### src/rtl/spi_mcp_master_pkg.sv
// Shared types and constants for the MCP23S17-style SPI source.
package spi_pkg;

    typedef enum logic [2:0] {
        IDLE,
        SETUP,
        SHIFT,
        HOLD,
        FLUSH
    } spi_mst_state_t;

    localparam logic [3:0]  MCP_OPCODE_HI = 4'b0100;
    localparam int unsigned FRAME_BITS    = 24;

    // Opcode, register address, then data byte; reads carry a zero data byte.
    function automatic logic [23:0] mcp_frame(
        input logic [2:0] hw_addr,
        input logic       rw,
        input logic [7:0] reg_addr,
        input logic [7:0] wdata
    );
        return {MCP_OPCODE_HI, hw_addr, rw, reg_addr, (rw ? 8'h00 : wdata)};
    endfunction

endpackage

### src/rtl/spi_mcp_master_sclk_div.sv
// Half-period timer: counts HALF_DIV cycles per sclk phase and flags the
// last cycle of each phase as a rise (low phase ending) or fall strobe.
module spi_sclk_div #(
    parameter int unsigned HALF_DIV = 4
) (
    input  logic clk,
    input  logic rst,
    input  logic i_en,
    input  logic i_clr,
    output logic o_phase_end,
    output logic o_rise,
    output logic o_fall
);

    logic [7:0] r_cnt;
    logic       r_phase;

    assign o_phase_end = i_en && (r_cnt == 8'(HALF_DIV - 1));
    assign o_rise      = o_phase_end && !r_phase;
    assign o_fall      = o_phase_end && r_phase;

    always_ff @(posedge clk) begin
        if (rst || i_clr) begin
            r_cnt   <= '0;
            r_phase <= 1'b0;
        end else if (i_en) begin
            if (o_phase_end) begin
                r_cnt   <= '0;
                r_phase <= ~r_phase;
            end else begin
                r_cnt <= r_cnt + 8'd1;
            end
        end
    end

endmodule

### src/rtl/spi_mcp_master.sv
// Mode-0 SPI source issuing single-register MCP23S17-style transactions.
// Each frame is followed by csn-high sclk pulses that return the sink to idle.
module spi_mcp_master
    import spi_pkg::*;
#(
    parameter int unsigned HALF_DIV     = 4,
    parameter logic [2:0]  HW_ADDR      = 3'b000,
    parameter int unsigned FLUSH_PULSES = 1
) (
    input  logic       clk,
    input  logic       rst,
    input  logic       start,
    input  logic       rw,
    input  logic [7:0] reg_addr,
    input  logic [7:0] wdata,
    output logic       busy,
    output logic       done,
    output logic [7:0] rdata,
    output logic       sclk_o,
    output logic       csn_o,
    output logic       mosi_o,
    input  logic       miso_i
);

    spi_mst_state_t r_state, w_next;

    logic        r_busy, w_busy;
    logic        r_done, w_done;
    logic [7:0]  r_rdata, w_rdata;
    logic        r_sclk, w_sclk;
    logic        r_csn, w_csn;
    logic [23:0] r_frame, w_frame;
    logic [4:0]  r_bit, w_bit;
    logic [1:0]  r_pulse, w_pulse;
    logic [7:0]  r_rx, w_rx;
    logic        r_rw, w_rw;
    logic        r_txn, w_txn;
    logic        r_boot, w_boot;
    logic        r_miso_meta, r_miso_s;

    logic [23:0] w_new_frame;
    logic        w_div_en, w_div_clr;
    logic        w_phase_end, w_rise, w_fall;

    assign w_new_frame = mcp_frame(HW_ADDR, rw, reg_addr, wdata);
    assign w_div_en    = (r_state != IDLE);
    assign w_div_clr   = (w_next != r_state);

    spi_sclk_div #(
        .HALF_DIV(HALF_DIV)
    ) u_div (
        .clk        (clk),
        .rst        (rst),
        .i_en       (w_div_en),
        .i_clr      (w_div_clr),
        .o_phase_end(w_phase_end),
        .o_rise     (w_rise),
        .o_fall     (w_fall)
    );

    always_ff @(posedge clk) begin
        if (rst) begin
            r_miso_meta <= 1'b0;
            r_miso_s    <= 1'b0;
        end else begin
            r_miso_meta <= miso_i;
            r_miso_s    <= r_miso_meta;
        end
    end

    // mosi is the frame MSB; zero-fill shifting leaves it low once the frame is out.
    always_comb begin
        w_next  = r_state;
        w_busy  = r_busy;
        w_done  = 1'b0;
        w_rdata = r_rdata;
        w_sclk  = r_sclk;
        w_csn   = r_csn;
        w_frame = r_frame;
        w_bit   = r_bit;
        w_pulse = r_pulse;
        w_rx    = r_rx;
        w_rw    = r_rw;
        w_txn   = r_txn;
        w_boot  = r_boot;
        case (r_state)
            IDLE: begin
                if (r_boot) begin
                    w_next  = FLUSH;
                    w_boot  = 1'b0;
                    w_busy  = 1'b1;
                    w_pulse = '0;
                end else if (start) begin
                    w_next  = SETUP;
                    w_busy  = 1'b1;
                    w_csn   = 1'b0;
                    w_sclk  = 1'b0;
                    w_frame = w_new_frame;
                    w_rw    = rw;
                    w_txn   = 1'b1;
                    w_bit   = '0;
                end
            end
            SETUP: begin
                if (w_phase_end) begin
                    w_next = SHIFT;
                end
            end
            SHIFT: begin
                if (w_rise) begin
                    w_sclk = 1'b1;
                    if (r_bit[4]) begin
                        w_rx = {r_rx[6:0], r_miso_s};
                    end
                end else if (w_fall) begin
                    w_sclk  = 1'b0;
                    w_frame = {r_frame[22:0], 1'b0};
                    if (r_bit == 5'(FRAME_BITS - 1)) begin
                        w_next = HOLD;
                    end else begin
                        w_bit = r_bit + 5'd1;
                    end
                end
            end
            HOLD: begin
                if (w_phase_end) begin
                    w_next  = FLUSH;
                    w_csn   = 1'b1;
                    w_pulse = '0;
                end
            end
            FLUSH: begin
                if (w_rise) begin
                    w_sclk = 1'b1;
                end else if (w_fall) begin
                    w_sclk = 1'b0;
                    if (r_pulse == 2'(FLUSH_PULSES - 1)) begin
                        w_next = IDLE;
                        w_busy = 1'b0;
                        w_done = r_txn;
                        w_txn  = 1'b0;
                        if (r_txn && r_rw) begin
                            w_rdata = r_rx;
                        end
                    end else begin
                        w_pulse = r_pulse + 2'd1;
                    end
                end
            end
            default: begin
                w_next = IDLE;
            end
        endcase
    end

    always_ff @(posedge clk) begin
        if (rst) begin
            r_state <= IDLE;
            r_busy  <= 1'b0;
            r_done  <= 1'b0;
            r_rdata <= 8'h00;
            r_sclk  <= 1'b0;
            r_csn   <= 1'b1;
            r_frame <= '0;
            r_bit   <= '0;
            r_pulse <= '0;
            r_rx    <= '0;
            r_rw    <= 1'b0;
            r_txn   <= 1'b0;
            r_boot  <= 1'b1;
        end else begin
            r_state <= w_next;
            r_busy  <= w_busy;
            r_done  <= w_done;
            r_rdata <= w_rdata;
            r_sclk  <= w_sclk;
            r_csn   <= w_csn;
            r_frame <= w_frame;
            r_bit   <= w_bit;
            r_pulse <= w_pulse;
            r_rx    <= w_rx;
            r_rw    <= w_rw;
            r_txn   <= w_txn;
            r_boot  <= w_boot;
        end
    end

    assign busy   = r_busy;
    assign done   = r_done;
    assign rdata  = r_rdata;
    assign sclk_o = r_sclk;
    assign csn_o  = r_csn;
    assign mosi_o = r_frame[23];

endmodule

### config.mk
export PLATFORM = sky130hd
export DESIGN_NAME = spi_mcp_master
export DESIGN_NICKNAME = d
export VERILOG_FILES = /design/src/rtl/spi_mcp_master_pkg.sv /design/src/rtl/spi_mcp_master_sclk_div.sv /design/src/rtl/spi_mcp_master.sv
export SDC_FILE = /design/constraint.sdc
export NUM_CORES = 1
export LEC_CHECK = 0
export ABC_CLOCK_PERIOD_IN_PS = 5600
export BUFFER_PORTS_ARGS = -buffer_cell sky130_fd_sc_hd__buf_2
export CAP_MARGIN = 20
export CORE_MARGIN = 2
export CORE_UTILIZATION = 50
export CTS_CLUSTER_SIZE = 20
export DETAILED_ROUTE_END_ITERATION = 16
export PLACE_DENSITY = 0.7
export RECOVER_POWER = 50
export SKIP_CTS_REPAIR_TIMING = 1
export SYNTH_ARGS = -nofsm -noshare
export SYNTH_HDL_FRONTEND = slang
export SYNTH_SLANG_ARGS = --single-unit
export TNS_END_PERCENT = 10
### constraint.sdc
create_clock -name clk -period 5.6 [get_ports clk]
set_clock_uncertainty 0.05 [all_clocks]
set_input_delay 0.56 -clock clk [delete_from_list [all_inputs] [get_ports clk]]
set_output_delay 0.56 -clock clk [all_outputs]
set_load 0.1 [all_outputs]
# [Yosys cells after proc, flatten, opt, wreduce, memory -nomap -nowiden]
# Cells that the tools add are included.
[totals] reg_bits=68 input_bits=21 output_inout_bits=13 wordCells=118
[classes] n_addsub=3 eq_ne=20 mux=45 bitwise_logic=6 n_reduce_logical=27
[op_table] op="2-to-1 mux 24 bit" n=4
[op_table] op="case mux 24 bit (2 select lines)" n=1
[op_table] op="2-to-1 mux 3 bit" n=10
[op_table] op="2-to-1 mux 5 bit" n=5
[op_table] op="AND reduction 6 bit" n=3
[op_table] op="2-to-1 mux 8 bit" n=2
[op_table] op="inequality test 2 bit, second input constant" n=8
[op_table] op="case mux 3 bit (5 select lines)" n=1
[op_table] op="AND reduction 5 bit" n=3
[op_table] op="2-to-1 mux 1 bit" n=11
[op_table] op="2-to-1 mux 2 bit" n=5
[op_table] op="case mux 5 bit (2 select lines)" n=1
[op_table] op="adder 8 x 1 -> 8 bit, second input constant" n=1
[op_table] op="equality test 8 x 2 -> 1 bit, second input constant" n=1
[op_table] op="case mux 1 bit (2 select lines)" n=4
[op_table] op="AND reduction 4 bit" n=2
[op_table] op="nonzero test 2 bit" n=4
[op_table] op="equality test 3 x 2 -> 1 bit, second input constant" n=2
[op_table] op="inequality test 2 x 1 -> 1 bit, second input constant" n=3
[op_table] op="inverter 1 bit" n=6
[op_table] op="case mux 2 bit (3 select lines)" n=1
[op_table] op="AND reduction 3 bit" n=2
[op_table] op="nonzero test 3 bit" n=2
[op_table] op="adder 5 x 1 -> 5 bit, second input constant" n=1
[op_table] op="15 further kinds" n=18

# [Depth between registers and ports, before layout]
# Gate-level depths: netlist (run 1).
[logic_depth] word_depth=8 depth_mapped=7 depth_no_buf=6

# [By module]
# Synthesis (run 1) repeated with hierarchy kept, for this count alone.
[unflattened] cells_unflattened=339 area_unflattened_um2=2970.3
[modules_own_cells] module="spi_mcp_master" instances=1 cells_each=287 area_per_inst_um2=2523.7 seq_area_each_um2=1181.1
[modules_own_cells] module="spi_sclk_div" instances=1 cells_each=52 area_per_inst_um2=446.7 seq_area_each_um2=180.2

# [Least setup slack after synthesis (run 1)]
# No wires, ideal clock.
[synth_timing] path_type="input to register" from="input start" to="register r_bit[2]" setup_ns=0.116 t_arrival_ns=1.748 required_ns=5.434 path_slack_ns=3.685 path_stages=6 path_buffers=1 path_cell_list="nor3b_1 > nand2_1 > nand2b_1 > clkbuf_1 > nor2_1 > a31o_2"
[synth_via] elab_chain_cells=2
[synth_rtl] item="from (decl)" line_no="spi_mcp_master.sv:12" text="input logic start,"
[synth_rtl] item="inequality test 2 bit (no line)"
[synth_rtl] item="AND reduction 6 bit (no line)"
[synth_rtl] item="to (signal assigned)" line_no="spi_mcp_master.sv:179" text="r_bit <= w_bit;"
[synth_rtl] item="to (decl)" line_no="spi_mcp_master.sv:33" text="logic [4:0] r_bit, w_bit;"
# Every way passes these cells.
# A chain may end at the register's enable or synchronous reset.

==> results of run 1 <==
==> synthesized netlist by cell type, types with 3 or more instances <==
| master | number |
|---|---|
| a211oi_1 | 8 |
| a21o_1 | 4 |
| a21oi_1 | 24 |
| a311oi_1 | 11 |
| and2_1 | 3 |
| buf_2 | 6 |
| clkbuf_1 | 13 |
| dfxtp_1 | 68 |
| ha_1 | 3 |
| inv_1 | 4 |
| mux2i_1 | 9 |
| nand2_1 | 62 |
| nand2b_1 | 5 |
| nand3_1 | 3 |
| nand4_1 | 5 |
| nor2_1 | 45 |
| nor2b_1 | 4 |
| nor3_1 | 15 |
| nor3b_1 | 9 |
| o21ai_0 | 7 |
| or3_1 | 5 |
| xnor2_1 | 6 |
| xor2_1 | 3 |
==> final cells by class <==
class / instances / area [µm²] / area share
Clock inverter: 3 / 15.0 / 0.00449
Tap cell: 75 / 93.8 / 0.0281
Inverter: 4 / 15.0 / 0.00449
Timing Repair Buffer: 35 / 170 / 0.0509
Multi-Input combinational cell: 260 / 1550 / 0.463
Sequential cell: 68 / 1360 / 0.407
Clock buffer: 11 / 141 / 0.0423
==> logic make-up (layout without fill, tap and decap cells) <==
family / Yosys count / in the layout / synth area share
AO/OA/AOI/OAI: 66 / 66 / 0.151
XOR/XNOR: 9 / 9 / 0.0261
adder cells (fa/ha/maj): 3 / 3 / 0.0124
buffers and inverters: 26 / 53 / 0.0368
flip-flops: 68 / 68 / 0.450
multiplexers: 9 / 9 / 0.0298
AND/OR/NAND/NOR: 173 / 173 / 0.294
==> state kept, by name, summed over array words and instances, names as in the netlist <==
name           flops
busy               1
csn_o              1
done               1
r_bit              5
r_boot             1
r_frame           24
r_miso_meta        1
r_miso_s           1
r_pulse            2
r_rw               1
r_rx               8
r_state            3
r_txn              1
rdata              8
sclk_o             1
u_div.r_cnt        8
u_div.r_phase      1
==> metrics by stage <==
step / instances / hold WS, ps / total power, µW
final: 456 / 385 / 974
after detailed placement: 441 / 376 / 651
after global routing: 456 / 402 / 1020
after floorplan: 354 / 364 / 626
after global placement: 441 / 381 / 648
after CTS: 455 / 374 / 983
==> report_power, final <==
group / internal [µW] / leakage, µW / switching, µW / total (µW)
logic: 42.8 / 0.000587 / 75.2 / 118
registers: 504 / 0.000552 / 19.6 / 524
clock network: 166 / 0.0000848 / 166 / 332
==> metal layers <==
layer	routed length, µm	vias up	part of all wire	global-route usage
li1	-	1302	-	-
met5	0	-	0	0
met1	3180	1168	0.51	0.292
met3	291	9	0.047	0.0462
met2	2660	51	0.43	0.278
met4	90	0	0.014	0.0867
==> how the worst max path moves through the flow <==
stage                                      from                        to  slack, ps  cells past startpoint
floorplan                                 start     r_bit[2]$_SDFFE_PP0P_       3690                      6
global placement                          start  r_frame[12]$_SDFFE_PP0P_       3090                      6
detailed placement                        start  r_frame[14]$_SDFFE_PP0P_       2960                      6
CTS                 u_div.r_cnt[0]$_SDFFE_PP0P_  r_frame[14]$_SDFFE_PP0P_       3000                      6
global route                                rst     r_bit[2]$_SDFFE_PP0P_       2550                      4
finish                                      rst     r_bit[2]$_SDFFE_PP0P_       2760                      4
==> impl_metrics.tcl, run 1 <==
set metrics [dict create \
    crit_family "buffers and inverters" \
    holdPathEnd "r_miso_meta$_SDFF_PP0_" \
    grt_pass1_vias 2173 \
    setup_viol 0 \
    gp_congestion 0.856 \
    power_density_nw_per_um2 291 \
    required_ps 5780 \
    diodes 0 \
    fin_nets 402 \
    initial_core_util 0.514 \
    ys_async_sr_fraction 0 \
    slowest_stage "clkbuf_1" \
    layout_commonest_cell "dfxtp_1" \
    post-route-worst-setup-slack_ps 2760 \
    grt_usage 0.200 \
    die_h_um 81.8 \
    numCtsBuffers 9 \
    dieArea_um2 6690 \
    synth-seq-area-share 0.450 \
    relSlewSlack -0.574 \
    clock_path_buffers 2 \
    grt_first_pass_wirelength_mm 10.2 \
    drtIter0Drc 165 \
    vias_per_cell 5.55 \
    dp_hpwl_mm 4.15 \
    hp-class "primary input to flop" \
    cts_root_buffer "clkbuf_8" \
    synthFlopType "dfxtp_1" \
    place_worst_setup_slack_ps 2960 \
    whs_path_depth 2 \
    violations "max-capacitance violations, max-slew violations" \
    r2r_cells 6 \
    num_io_pins 34 \
    finalMaxSlewViolations 56 \
    cp-end-kind "flop" \
    synthDistinctLibCells 52 \
    yosysTopAreaCell "dfxtp_1" \
    utilization 0.568 \
    drv_cap 1 \
    grt.overflow.total 0 \
    r2r_slack_ps 3300 \
    worstMarginPinSlew_ps 2360 \
    cts.sinks 68 \
    drc 0 \
    areaGrowthSynthToFinish_pct 10.6 \
    drt-total-wl_mm 6.23 \
    synth_edf_count 0 \
    hold_viol 0 \
    syn_inst 354 \
    vias 2530 \
    portBuffers 33 \
    place_area_um2 3190 \
    fillers 578 \
    postSynthAreaPerCell_um2 8.54 \
    drive_gt1_frac 0.118 \
    rr_startpoint "u_div.r_cnt[0]$_SDFFE_PP0P_" \
    status "complete, but fails checks" \
    drtPass1Iterations 4 \
    worst-endpoint-arrival_ps 3020 \
    min-delay-start "miso_i" \
    cts_tree "yes" \
    cts_htree_levels 3 \
    period_needed_ps 2840 \
    grt_antenna_before_repair 0 \
    syn-cell-area_um2 3020 \
    fin_crit_sh 0.507 \
    final_cell_mix "68 x dfxtp_1, 62 x nand2_1, 45 x nor2_1" \
    rsz0062_at_grt "no" \
    ys_ff_latch 68 \
    cp_max_fo 55 \
    drt.antenna.violating_nets 0 \
    setup_tns_ps 0 \
    crit_buf_inv 1 \
    cp_cell_sequence "clkbuf_1 -> nand2b_1 -> nor2_1 -> a31o_2" \
    synth_area_leaders "dfxtp_1 45%, nand2_1 7.7%, nor2_1 5.6%" \
    rows 28 \
    grt_max_degree 56 \
    clk_latency_ps 330 \
    p_leak_uw 0.00122 \
    yosysTopAreaCellShare 0.450 \
    reg2reg_to "r_frame[7]$_SDFFE_PP0P_" \
    final_cell_area_um2 3340 \
    clk_pin_slew_ps 60 \
    crit_type "primary input to flop" \
    wl_per_cell_um 13.7 \
    die_w_um 81.8 \
    synth_warnings 0 \
    core_area_um2 5890 \
    cpPeakStageDelay_ps 1640 \
    crit_path_start_kind "primary input" \
    timing.fmax_ghz 0.352 \
    peakVddDrop_mv 0.192 \
    syn-num-nets 378 \
]
Power figures use the tool's default switching activity.
==> run 2, diff against run 1 <==
ABC_AREA = 1   (was default)
ABC_CLOCK_PERIOD_IN_PS = 2900   (was 5600)
clock period = 2.9 ns   (was 5.6 ns; I/O delays follow)
==> run 2 against run 1 <==
Against the previous run: die area up 5.6%; final cell count up 21%; largest cell class unchanged; critical path depth up 4; synthesized cell count up 23%; register-to-register slack worse by 2700 ps; setup slack worse by 2100 ps; critical path type is now flop to flop; clock power up 110%; the flow now finishes without violations.
==> impl_metrics.tcl, run 2 <==
set metrics [dict create \
    drive_gt1_frac 0.152 \
    largest_register_ffs 24 \
    synth-seq-area-share 0.425 \
    drt.antenna.violating_nets 0 \
    hp-class "primary input to flop" \
    synth_area_leaders "dfxtp_1 43%, nand2_1 9.7%, nor2_1 8.6%" \
    whs_path_depth 3 \
    p_leak_uw 0.00146 \
    rows 29 \
    worstMarginPinSlew_ps 1170 \
    fin_nets 493 \
    die_h_um 84.0 \
    diodes 0 \
    vias 2727 \
    yosysTopAreaCellShare 0.425 \
    core_area_um2 6280 \
    layout_commonest_cell "nand2_1" \
    syn-num-nets 461 \
    initial_core_util 0.510 \
    setup_tns_ps 0 \
    synth.most_common_cell "nand2_1" \
    setup_viol 0 \
    peakVddDrop_mv 0.395 \
    finalMaxSlewViolations 0 \
    power_density_nw_per_um2 646 \
    synthDistinctLibCells 35 \
    areaGrowthSynthToFinish_pct 10.1 \
    rsz0062_at_grt "no" \
    r2r_slack_ps 630 \
    grt_usage 0.190 \
    yosysTopAreaCell "dfxtp_1" \
    crit_type "flop to flop" \
    drt-total-wl_mm 6.16 \
    dp_hpwl_mm 4.24 \
    fin_crit_sh 0.784 \
    cts_tree "yes" \
    syn_inst 437 \
    holdPathEnd "r_miso_meta$_SDFF_PP0_" \
    hold_viol 0 \
    finalPower_uw 2280 \
    rr_startpoint "r_state[1]$_SDFF_PP0_" \
    reg2reg_to "rdata[6]$_SDFFE_PP0P_" \
    min-delay-start "miso_i" \
    ys_async_sr_fraction 0 \
    gp_congestion 0.802 \
    synth_common_cells "83 x nand2_1, 73 x nor2_1, 68 x dfxtp_1, 38 x inv_1, 33 x a21oi_1" \
    cp-end-kind "flop" \
    worst-endpoint-arrival_ps 2460 \
    clk_pin_slew_ps 80 \
    timing.fmax_ghz 0.440 \
    numCtsBuffers 9 \
    cts.sinks 68 \
    cp_max_fo 9 \
    drtIter0Drc 117 \
    synth_warnings 0 \
    drc 0 \
    clock_path_buffers 2 \
    die_w_um 84.0 \
    grt_max_degree 39 \
    place_worst_setup_slack_ps 888 \
    dieArea_um2 7060 \
    relSlewSlack 0.220 \
    wl_per_cell_um 11.2 \
    vias_per_cell 4.95 \
    r2r_cells 8 \
    top_register "r_frame" \
    clk_latency_ps 340 \
    crit_path_start_kind "flop" \
    status "complete, no violations" \
    postSynthAreaPerCell_um2 7.33 \
    syn-cell-area_um2 3200 \
    period_needed_ps 2270 \
    drv_cap 0 \
    grt_antenna_before_repair 0 \
    grt_pass1_vias 2495 \
    grt.overflow.total 0 \
    cts_htree_levels 3 \
    final_cell_mix "84 x nand2_1, 76 x nor2_1, 68 x dfxtp_1" \
    drtPass1Iterations 4 \
    synth_edf_count 0 \
    num_io_pins 34 \
    cts_root_buffer "clkbuf_8" \
    portBuffers 33 \
    grt_first_pass_wirelength_mm 11.0 \
    synthFlopType "dfxtp_1" \
    required_ps 3080 \
    ys_ff_latch 68 \
    post-route-worst-setup-slack_ps 626 \
]
run 2: power breakdown:
part | leakage, µW | switching [µW] | internal [µW] | total (µW)
clock network | 0.0000896 | 373 | 314 | 687
logic | 0.000820 | 356 | 148 | 504
registers | 0.000555 | 54.6 | 1030 | 1090
run 2: per-layer routing:
metal	track usage	wire length, µm	vias to the layer above
met2	0.298	2740	48
met3	0.0386	228	6
met1	0.254	3110	1219
met4	0.0836	76	0
met5	0	0	-
li1	-	-	1454
run 2: worst max-delay path by stage:
stage                                       end  slack [ps]                        start
global route              rdata[7]$_SDFFE_PP0P_         380        r_state[1]$_SDFF_PP0_
finish                    rdata[6]$_SDFFE_PP0P_         630        r_state[1]$_SDFF_PP0_
CTS                     r_frame[4]$_SDFFE_PP0P_         880  u_div.r_cnt[1]$_SDFFE_PP0P_
global placement       r_frame[22]$_SDFFE_PP0P_         940  u_div.r_cnt[1]$_SDFFE_PP0P_
detailed placement     r_frame[22]$_SDFFE_PP0P_         890  u_div.r_cnt[1]$_SDFFE_PP0P_
floorplan           u_div.r_cnt[1]$_SDFFE_PP0P_        1270  u_div.r_cnt[1]$_SDFFE_PP0P_
run 2: final cells by class:
cell class / count / area (µm²)
inverter: 50 / 188
clock buffer: 9 / 124
multi-input combinational: 305 / 1530
clock inverter: 7 / 52.6
fill: 609 / 2750
sequential: 68 / 1360
tap: 77 / 96.3
timing repair buffer: 35 / 179
run 2: kinds of logic (layout without fill, tap and decap cells):
family                     Yosys count  after routing  share of synthesized area
and+or+nand+nor                    207            207                      0.314
AOI/OAI and AO/OA                   86             86                      0.140
DFF                                 68             68                      0.425
buffers and inverters               64            101                     0.0844
xor gates and xnor gates             9              9                     0.0246
adders and majority gates            3              3                     0.0117
run 2: through the flow:
| stage | std cells | instance area [µm²] | hold slack, ps | utilization |
|---|---|---|---|---|
| after floorplan | 437 | 3200 | 338 | - |
| after global placement | 534 | 3390 | 341 | 0.540 |
| after detailed placement | 534 | 3390 | 351 | 0.540 |
| after CTS | 550 | 3570 | 85.3 | 0.568 |
| after global routing | 551 | 3530 | 96.2 | 0.562 |
| final | 551 | 3530 | 99.1 | 0.562 |
run 2: worst max-delay path, stage by stage, from the launching register on:
cell and delay [ps]:
dfxtp_1 380, nor2_1 350, clkinv_1 180, nor2_1 270, inv_1 170, nor3_4 390, nand2_4 140, o21ai_0 190
nor2_1 50
